==> src/rtl/trap_sequencer.sv <==
`default_nettype none
// ============================================================================
// Module      : trap_sequencer
// Description : Sequences the machine-mode CSR updates for trap entry
//               (mepc, mcause, mtval, mstatus, then mtvec lookup) and for
//               mret (mstatus, then mepc lookup), one CSR access per cycle,
//               and finishes with a one-cycle PC redirect pulse. While idle,
//               the pipeline's own Zicsr accesses pass straight through, so
//               the CSR file needs only one read/write port.
//
// Ports:
//   ctrl_clk, ctrl_reset_n           clock, asynchronous active-low reset
//   trap_valid/cause/epc/tval        trap entry request (sampled in IDLE)
//   mret_valid                       mret request (sampled in IDLE)
//   busy                             high whenever a sequence is running
//   redirect_valid, redirect_pc      one-cycle fetch redirect
//   pl_addr/pl_wdata/pl_wen/pl_rdata pipeline CSR access port
//   csr_addr/csr_wdata/csr_wen       single CSR file port (comb. read)
//   csr_rdata
//
// Revision    : 1.0 - initial release
// ============================================================================
module trap_sequencer #(
    parameter int VECTORED_EN = 1
) (
    input  logic        ctrl_clk,
    input  logic        ctrl_reset_n,
    input  logic        trap_valid,
    input  logic [31:0] trap_cause,
    input  logic [31:0] trap_epc,
    input  logic [31:0] trap_tval,
    input  logic        mret_valid,
    output logic        busy,
    output logic        redirect_valid,
    output logic [31:0] redirect_pc,
    input  logic [11:0] pl_addr,
    input  logic [31:0] pl_wdata,
    input  logic        pl_wen,
    output logic [31:0] pl_rdata,
    output logic [11:0] csr_addr,
    output logic [31:0] csr_wdata,
    output logic        csr_wen,
    input  logic [31:0] csr_rdata
);

    localparam logic [11:0] C_MSTATUS = 12'h300;
    localparam logic [11:0] C_MTVEC   = 12'h305;
    localparam logic [11:0] C_MEPC    = 12'h341;
    localparam logic [11:0] C_MCAUSE  = 12'h342;
    localparam logic [11:0] C_MTVAL   = 12'h343;

    typedef enum logic [2:0] {
        S_IDLE     = 3'd0,
        S_T_EPC    = 3'd1,
        S_T_CAUSE  = 3'd2,
        S_T_TVAL   = 3'd3,
        S_T_STATUS = 3'd4,
        S_T_VEC    = 3'd5,
        S_M_STATUS = 3'd6,
        S_M_EPC    = 3'd7
    } state_t;

    state_t      r_state;
    state_t      w_state_nxt;
    logic [31:0] r_cause;
    logic [31:0] r_epc;
    logic [31:0] r_tval;
    logic        r_redirect_valid;
    logic [31:0] r_redirect_pc;

    logic [31:0] w_trap_status;
    logic [31:0] w_mret_status;
    logic [31:0] w_base;
    logic        w_vec_mode;
    logic [31:0] w_trap_pc;
    logic        w_unused_epc;

    // mepc is always written word aligned, so the low epc bits are dropped.
    assign w_unused_epc = &{1'b0, r_epc[1:0]};

    assign busy           = (r_state != S_IDLE);
    assign redirect_valid = r_redirect_valid;
    assign redirect_pc    = r_redirect_pc;
    assign pl_rdata       = csr_rdata;

    // Trap entry: MPIE <= MIE, MIE <= 0, MPP <= M.
    always_comb begin
        w_trap_status        = csr_rdata;
        w_trap_status[7]     = csr_rdata[3];
        w_trap_status[3]     = 1'b0;
        w_trap_status[12:11] = 2'b11;
    end

    // mret: MIE <= MPIE, MPIE <= 1, MPP stays M (M-only hart).
    always_comb begin
        w_mret_status        = csr_rdata;
        w_mret_status[3]     = csr_rdata[7];
        w_mret_status[7]     = 1'b1;
        w_mret_status[12:11] = 2'b11;
    end

    // mtvec is on the read port during T_VEC.
    assign w_base = {csr_rdata[31:2], 2'b00};

    generate
        if (VECTORED_EN != 0) begin : g_vectored
            assign w_vec_mode = (csr_rdata[1:0] == 2'b01) & r_cause[31];
        end else begin : g_direct
            assign w_vec_mode = 1'b0;
        end
    endgenerate

    // 4*cause[30:0] modulo 2^32 only keeps cause[29:0].
    assign w_trap_pc = w_vec_mode ? (w_base + {r_cause[29:0], 2'b00}) : w_base;

    always_comb begin
        w_state_nxt = r_state;
        csr_addr    = pl_addr;
        csr_wdata   = pl_wdata;
        csr_wen     = 1'b0;
        case (r_state)
            S_IDLE: begin
                // A trapping or returning instruction must not also write.
                csr_wen = pl_wen & ~trap_valid & ~mret_valid;
                if (trap_valid) begin
                    w_state_nxt = S_T_EPC;
                end else if (mret_valid) begin
                    w_state_nxt = S_M_STATUS;
                end
            end
            S_T_EPC: begin
                csr_addr    = C_MEPC;
                csr_wdata   = {r_epc[31:2], 2'b00};
                csr_wen     = 1'b1;
                w_state_nxt = S_T_CAUSE;
            end
            S_T_CAUSE: begin
                csr_addr    = C_MCAUSE;
                csr_wdata   = r_cause;
                csr_wen     = 1'b1;
                w_state_nxt = S_T_TVAL;
            end
            S_T_TVAL: begin
                csr_addr    = C_MTVAL;
                csr_wdata   = r_tval;
                csr_wen     = 1'b1;
                w_state_nxt = S_T_STATUS;
            end
            S_T_STATUS: begin
                csr_addr    = C_MSTATUS;
                csr_wdata   = w_trap_status;
                csr_wen     = 1'b1;
                w_state_nxt = S_T_VEC;
            end
            S_T_VEC: begin
                csr_addr    = C_MTVEC;
                w_state_nxt = S_IDLE;
            end
            S_M_STATUS: begin
                csr_addr    = C_MSTATUS;
                csr_wdata   = w_mret_status;
                csr_wen     = 1'b1;
                w_state_nxt = S_M_EPC;
            end
            S_M_EPC: begin
                csr_addr    = C_MEPC;
                w_state_nxt = S_IDLE;
            end
            default: begin
                w_state_nxt = S_IDLE;
            end
        endcase
    end

    always_ff @(posedge ctrl_clk or negedge ctrl_reset_n) begin
        if (!ctrl_reset_n) begin
            r_state          <= S_IDLE;
            r_cause          <= 32'd0;
            r_epc            <= 32'd0;
            r_tval           <= 32'd0;
            r_redirect_valid <= 1'b0;
            r_redirect_pc    <= 32'd0;
        end else begin
            r_state          <= w_state_nxt;
            r_redirect_valid <= 1'b0;
            if ((r_state == S_IDLE) && trap_valid) begin
                r_cause <= trap_cause;
                r_epc   <= trap_epc;
                r_tval  <= trap_tval;
            end
            if (r_state == S_T_VEC) begin
                r_redirect_valid <= 1'b1;
                r_redirect_pc    <= w_trap_pc;
            end
            if (r_state == S_M_EPC) begin
                r_redirect_valid <= 1'b1;
                r_redirect_pc    <= {csr_rdata[31:2], 2'b00};
            end
        end
    end

endmodule
`default_nettype wire

==> config.mk <==
export PLATFORM = sky130hd
export DESIGN_NAME = trap_sequencer
export DESIGN_NICKNAME = d
export VERILOG_FILES = /design/src/rtl/trap_sequencer.sv
export SDC_FILE = /design/constraint.sdc
export NUM_CORES = 1
export LEC_CHECK = 0
export BUFFER_PORTS_ARGS = -buffer_cell sky130_fd_sc_hd__buf_2
export CORE_MARGIN = 1.5
export CORE_UTILIZATION = 40
export DETAILED_ROUTE_END_ITERATION = 8
export MAX_ROUTING_LAYER = met4
export PLACE_DENSITY = 0.71
export SLEW_MARGIN = 20
export SYNTH_ARGS = -nofsm -noshare
export SYNTH_HDL_FRONTEND = slang
export SYNTH_SLANG_ARGS = --single-unit
==> constraint.sdc <==
create_clock -name ctrl_clk -period 3.8 [get_ports ctrl_clk]
set_input_delay 0.19 -clock ctrl_clk [delete_from_list [all_inputs] [get_ports ctrl_clk]]
set_output_delay 0.19 -clock ctrl_clk [all_outputs]
set_load 0.1 [all_outputs]
==> results of run 1 <==
cell usage after synthesis, drive strengths merged (3+ instances only):
| cell | count | area share (%) |
|---|---|---|
| clkbuf | 28 | 1.3 |
| nand3 | 15 | 1.0 |
| a21o | 17 | 1.6 |
| a21oi | 81 | 5.4 |
| a31oi | 6 | 0.47 |
| mux2 | 92 | 13 |
| xnor2 | 13 | 1.4 |
| buf | 56 | 4.5 |
| nand2b | 4 | 0.32 |
| dfrtp | 128 | 40 |
| nand4 | 5 | 0.40 |
| and3 | 12 | 0.95 |
| o22ai | 58 | 4.6 |
| o21ai | 73 | 4.7 |
| nor3 | 11 | 0.76 |
| a211oi | 11 | 1.3 |
| inv | 14 | 0.66 |
| ha | 29 | 4.6 |
| o21bai | 5 | 0.52 |
| nand2 | 83 | 3.9 |
| nor2 | 50 | 2.4 |
| and2 | 6 | 0.47 |
| o31ai | 4 | 0.38 |
| mux2i | 3 | 0.38 |
| xor2 | 9 | 1.0 |
final cells by class:
class | instances | area [um^2] | area share (%)
timing repair buffer | 375 | 2354 | 21.93
antenna | 1 | 2.502 | 0.02332
clock inverter | 13 | 141.4 | 1.318
clock buffer | 18 | 429.2 | 4.000
inverter | 15 | 56.30 | 0.5247
tap | 265 | 331.6 | 3.090
multi-input combinational | 613 | 4213 | 39.26
sequential | 128 | 3203 | 29.85
through the flow:
step / util, % / cells
2_1_floorplan: - / 840
3_3_place_gp: 48.43 / 1323
3_5_place_dp: 48.43 / 1323
4_1_cts: 55.12 / 1427
6_report: 55.13 / 1428
5_1_grt: 55.13 / 1428
flip-flops by register name, summed over array words and instances (netlist names):
name and count:
r_epc 30, redirect_pc 30, r_state 3, r_tval 32
r_cause 32, redirect_valid 1
cells by family after synthesis:
kind of cell	synth area share, %
compound gates	20.52
other cells	0.04739
xor+xnor	2.435
fa+ha+maj	4.838
simple gates	11.07
mux	14.04
flops	40.47
buf+inv	6.577
critical path: stages (launching register included):
cell     delay, ps
dfrtp_1        810
inv_1          240
nand3_1        300
buf_4          310
o21ai_0        250
a21oi_1        270
buf_2          470
metal layers:
| metal | track usage (%) | vias up | share of wire, % |
|---|---|---|---|
| li1 | - | 3636 | - |
| met1 | 39.81 | 3791 | 46 |
| met2 | 41.22 | 318 | 45 |
| met3 | 3.965 | 50 | 6.0 |
| met4 | 8.861 | 0 | 2.4 |
| met5 | - | - | 0 |
how the worst max path moves through the flow:
stage                     startpoint         endpoint  cells past startpoint
final                     r_state[2]    csr_wdata[19]                      6
after global routing      r_state[2]    csr_wdata[19]                      6
after CTS                 r_state[2]    csr_wdata[19]                      6
after detailed placement  r_state[2]  redirect_pc[20]                      5
after global placement    r_state[2]  redirect_pc[20]                      5
after floorplan           r_state[0]     csr_wdata[0]                      6
what timing repair did:
action,in CTS,in global routing
endpoints found under the hold margin,170,0
hold buffers,73,0
endpoints found under the setup margin,0,0
==> results.txt, run 1 <==
Final wirelength - 28,230 um
Largest net degree at the start of global routing - 100
Fin. max-slew vios - 0
Max H-tree Level - 4
Worst Hold Slack - 14.73 ps
Clock-pin slew on the worst setup and hold paths - 60 ps
Post-synth EDFFs - 0
Ports - 288
DR iter-0 viols - 724
Total die area - 20,640 um^2
Input/output buffers - 283
Post-route ant nets - 0
Via Count - 7,795
Fill cell count - 1,705
Sink Count - 128
WP data arrival - 3090 ps
Setup CP Type - flop to output port
Synthesis Warnings - 0
Hold Crit Class - input port to flop
Fin nets - 1,357
Endpoint kind of the worst setup timing path - output port
R2R Path End - redirect_pc[24]
Main synth FF type - dfrtp_1
Minimum clock period after layout - 3275 ps
Final WS setup - 525.0 ps
Post-route cell area - 10,730 um^2
Maxcap violations - 0
Layout cells sized above 1 - 38.73%
Root Buffer - clkbuf_16
Hold depth - 2
Yosys cell types - 57
TNS Setup - 0 ps
Synthesized flop and latch total - 128
Detail Placement HPWL - 20,740 um
Area Overhead vs Synth - 35.59%
Vias in the first global route - 7,323
R2R depth - 11
Max Root-Sink Buffers - 2
Worst Setup Start Kind - flop
CTS tree - done
Status - complete, no violations
R2R Setup Slk - 960 ps
Reg2reg start - r_cause[0]
Placement Cell Area - 9427 um^2
Most frequent cells in the layout - buf_2, dfrtp_1, mux2_2
Total Routing Usage GR - 28.02%
Antenna violations before repair - 1
DRC Markers - 0
CTS buffer count - 17
Core region area - 19,460 um^2
Most common cell after layout, fill and taps aside - buf_2
Clock skew - 10.86 ps
Initial Util - 40.66%
Synth Cell Area - 7914 um^2
Syn_area_per_cell - 9.432 um^2
Post-synth ARST share - 100.0%
Post-CTS Setup Inserts - 0
Place WS - 891.6 ps
Worst rel slew slack - 30.88%
RSZ-0062 raised after global routing - false
Seq/Total Area, Yosys - 40.47%
Die Width - 143.7 um
WL per Instance - 19.77 um
Slew @ Worst Pin - 1035 ps
Drt first pass iters - 5
Fin crit share - 86.19%
Min-Delay Startpoint - trap_epc[4]
Post-Syn Instances - 839
Resized cells post-CTS - 0
CP max FO - 20
# rows - 51
Final hold violation count - 0
Routability cong. - 0.9379
Req. time, crit path - 3610 ps
Fmax - 305.3 MHz
Die Ht - 143.7 um
Vias per cell - 5.459
Grt total ovfl - 0
First-pass GRT wire length - 41,750 um
Final setup vio count - 0
Worst Hold End - r_epc[4]
Worst-Skew Late Latency - 420 ps
Power of run 1 is left out: the tool's default activity adds up to more than one toggle a clock period on the data nets, which glitch-free logic cannot reach.
==> run 2, diff against run 1 <==
Settings changed: CORE_MARGIN 1.5 to default, MAX_ROUTING_LAYER met4 to default.
==> results.txt, run 2 (synthesis results as in run 1) <==
CP max FO - 53 (was 20)
Total Routing Usage GR - 28.45% (was 28.02%)
Initial Util - 40.80% (was 40.66%)
Vias per cell - 5.512 (was 5.459)
Fmax - 290.8 MHz (was 305.3 MHz)
Via Count - 7,893 (was 7,795)
Fin crit share - 90.49% (was 86.19%)
Final wirelength - 28,770 um (was 28,230 um)
First-pass GRT wire length - 42,830 um (was 41,750 um)
RSZ-0062 raised after global routing - false (unchanged)
Post-route cell area - 10,780 um^2 (was 10,730 um^2)
Worst Setup Start Kind - flop (unchanged)
Area Overhead vs Synth - 36.19% (was 35.59%)
Routability cong. - 0.9133 (was 0.9379)
Die Width - 142.7 um (was 143.7 um)
CTS buffer count - 17 (unchanged)
TNS Setup - 0 ps (unchanged)
Top flop regs - r_cause (32), r_tval (32) (unchanged)
Post-CTS Setup Inserts - 0 (unchanged)
Detail Placement HPWL - 20,260 um (was 20,740 um)
Resized cells post-CTS - 0 (unchanged)
Utilization after layout - 55.56% (was 55.13%)
Clock skew - 7.000 ps (was 10.86 ps)
Req. time, crit path - 3610 ps (about the same)
Worst rel slew slack - 29.72% (was 30.88%)
Status - complete, no violations (unchanged)
Post-route ant nets - 0 (unchanged)
CTS tree - done (unchanged)
Vias in the first global route - 7,444 (was 7,323)
Die Ht - 142.7 um (was 143.7 um)
Worst Hold Slack - 12.88 ps (was 14.73 ps)
Most frequent cells in the layout - buf_2, dfrtp_1, mux2_2 (unchanged)
Grt total ovfl - 0 (unchanged)
Total die area - 20,350 um^2 (was 20,640 um^2)
Fin. max-slew vios - 0 (unchanged)
DR iter-0 viols - 755 (was 724)
WL per Instance - 20.09 um (was 19.77 um)
Clock-pin slew on the worst setup and hold paths - 60 ps (about the same)
Setup CP Type - flop to output port (unchanged)
Most common cell after layout, fill and taps aside - buf_2 (unchanged)
Input/output buffers - 283 (unchanged)
Minimum clock period after layout - 3439 ps (was 3275 ps)
Slew @ Worst Pin - 1050 ps (was 1035 ps)
Core region area - 19,400 um^2 (was 19,460 um^2)
Largest net degree at the start of global routing - 110 (was 100)
Placement Cell Area - 9412 um^2 (was 9427 um^2)
Layout cells sized above 1 - 38.54% (was 38.73%)
Maxcap violations - 0 (unchanged)
Hold Crit Class - input port to flop (unchanged)
Final setup vio count - 0 (unchanged)
Final hold violation count - 0 (unchanged)
Drt first pass iters - 5 (unchanged)
Root Buffer - clkbuf_16 (unchanged)
DRC Markers - 0 (unchanged)
Max Root-Sink Buffers - 2 (unchanged)
Antenna violations before repair - 2 (was 1)
Max H-tree Level - 4 (unchanged)
Endpoint kind of the worst setup timing path - output port (unchanged)
# rows - 51 (unchanged)
Worst-Skew Late Latency - 420 ps (about the same)
WP data arrival - 3250 ps (was 3090 ps)
Sink Count - 128 (unchanged)
Fin nets - 1,359 (was 1,357)
Ports - 288 (unchanged)
-- run 2: routing by layer --
layer  GRT usage [%]  wire, um
met1           40.04     13100
met2           43.83     13180
met3           5.366      1854
met4           9.451       630
met5               0         0
-- run 2: what timing repair did --
item | CTS | global route
endpoints found under the hold margin | 184 | 0
setup endpoints to repair | 0 | 0
hold buffers | 77 | 0
-- run 2: critical path, stage by stage (launching register included) --
cell	delay, ps
dfrtp_1	360
buf_4	250
clkinv_1	340
nand2_2	880
o22ai_1	310
a21oi_1	210
buf_2	460
-- run 2: per-stage QoR --
step	setup slack (ps)	instances
4_1_cts	458.9	1430
6_report	361.3	1432
2_1_floorplan	176.5	840
5_1_grt	269.2	1431
3_5_place_dp	911.9	1321
3_3_place_gp	965.0	1321
-- run 2: path summary, 6_finish.rpt --
check / start / end / slack [ps] / depth (start not counted)
max reg2reg: r_cause[0] / redirect_pc[20] / 930 / 10
min: trap_tval[27] / r_tval[27] / 10 / 2
max in group asynchronous: ctrl_reset_n / r_epc[14] / 2510 / 3
min reg2reg: redirect_pc[14] / redirect_pc[14] / 470 / 2
max: r_state[0] / csr_wdata[9] / 360 / 6
min in group asynchronous: ctrl_reset_n / r_epc[5] / 460 / 2
-- run 2: area by class of cell --
class | instances | area [um^2]
Fill cell | 1736 | 8621
Multi-Input combinational cell | 613 | 4213
Sequential cell | 128 | 3203
Timing Repair Buffer | 377 | 2381
Clock buffer | 18 | 429.2
Tap cell | 265 | 331.6
Clock inverter | 14 | 158.9
Inverter | 15 | 56.30
Antenna cell | 2 | 5.005
Power of run 2 is left out for the same reason.
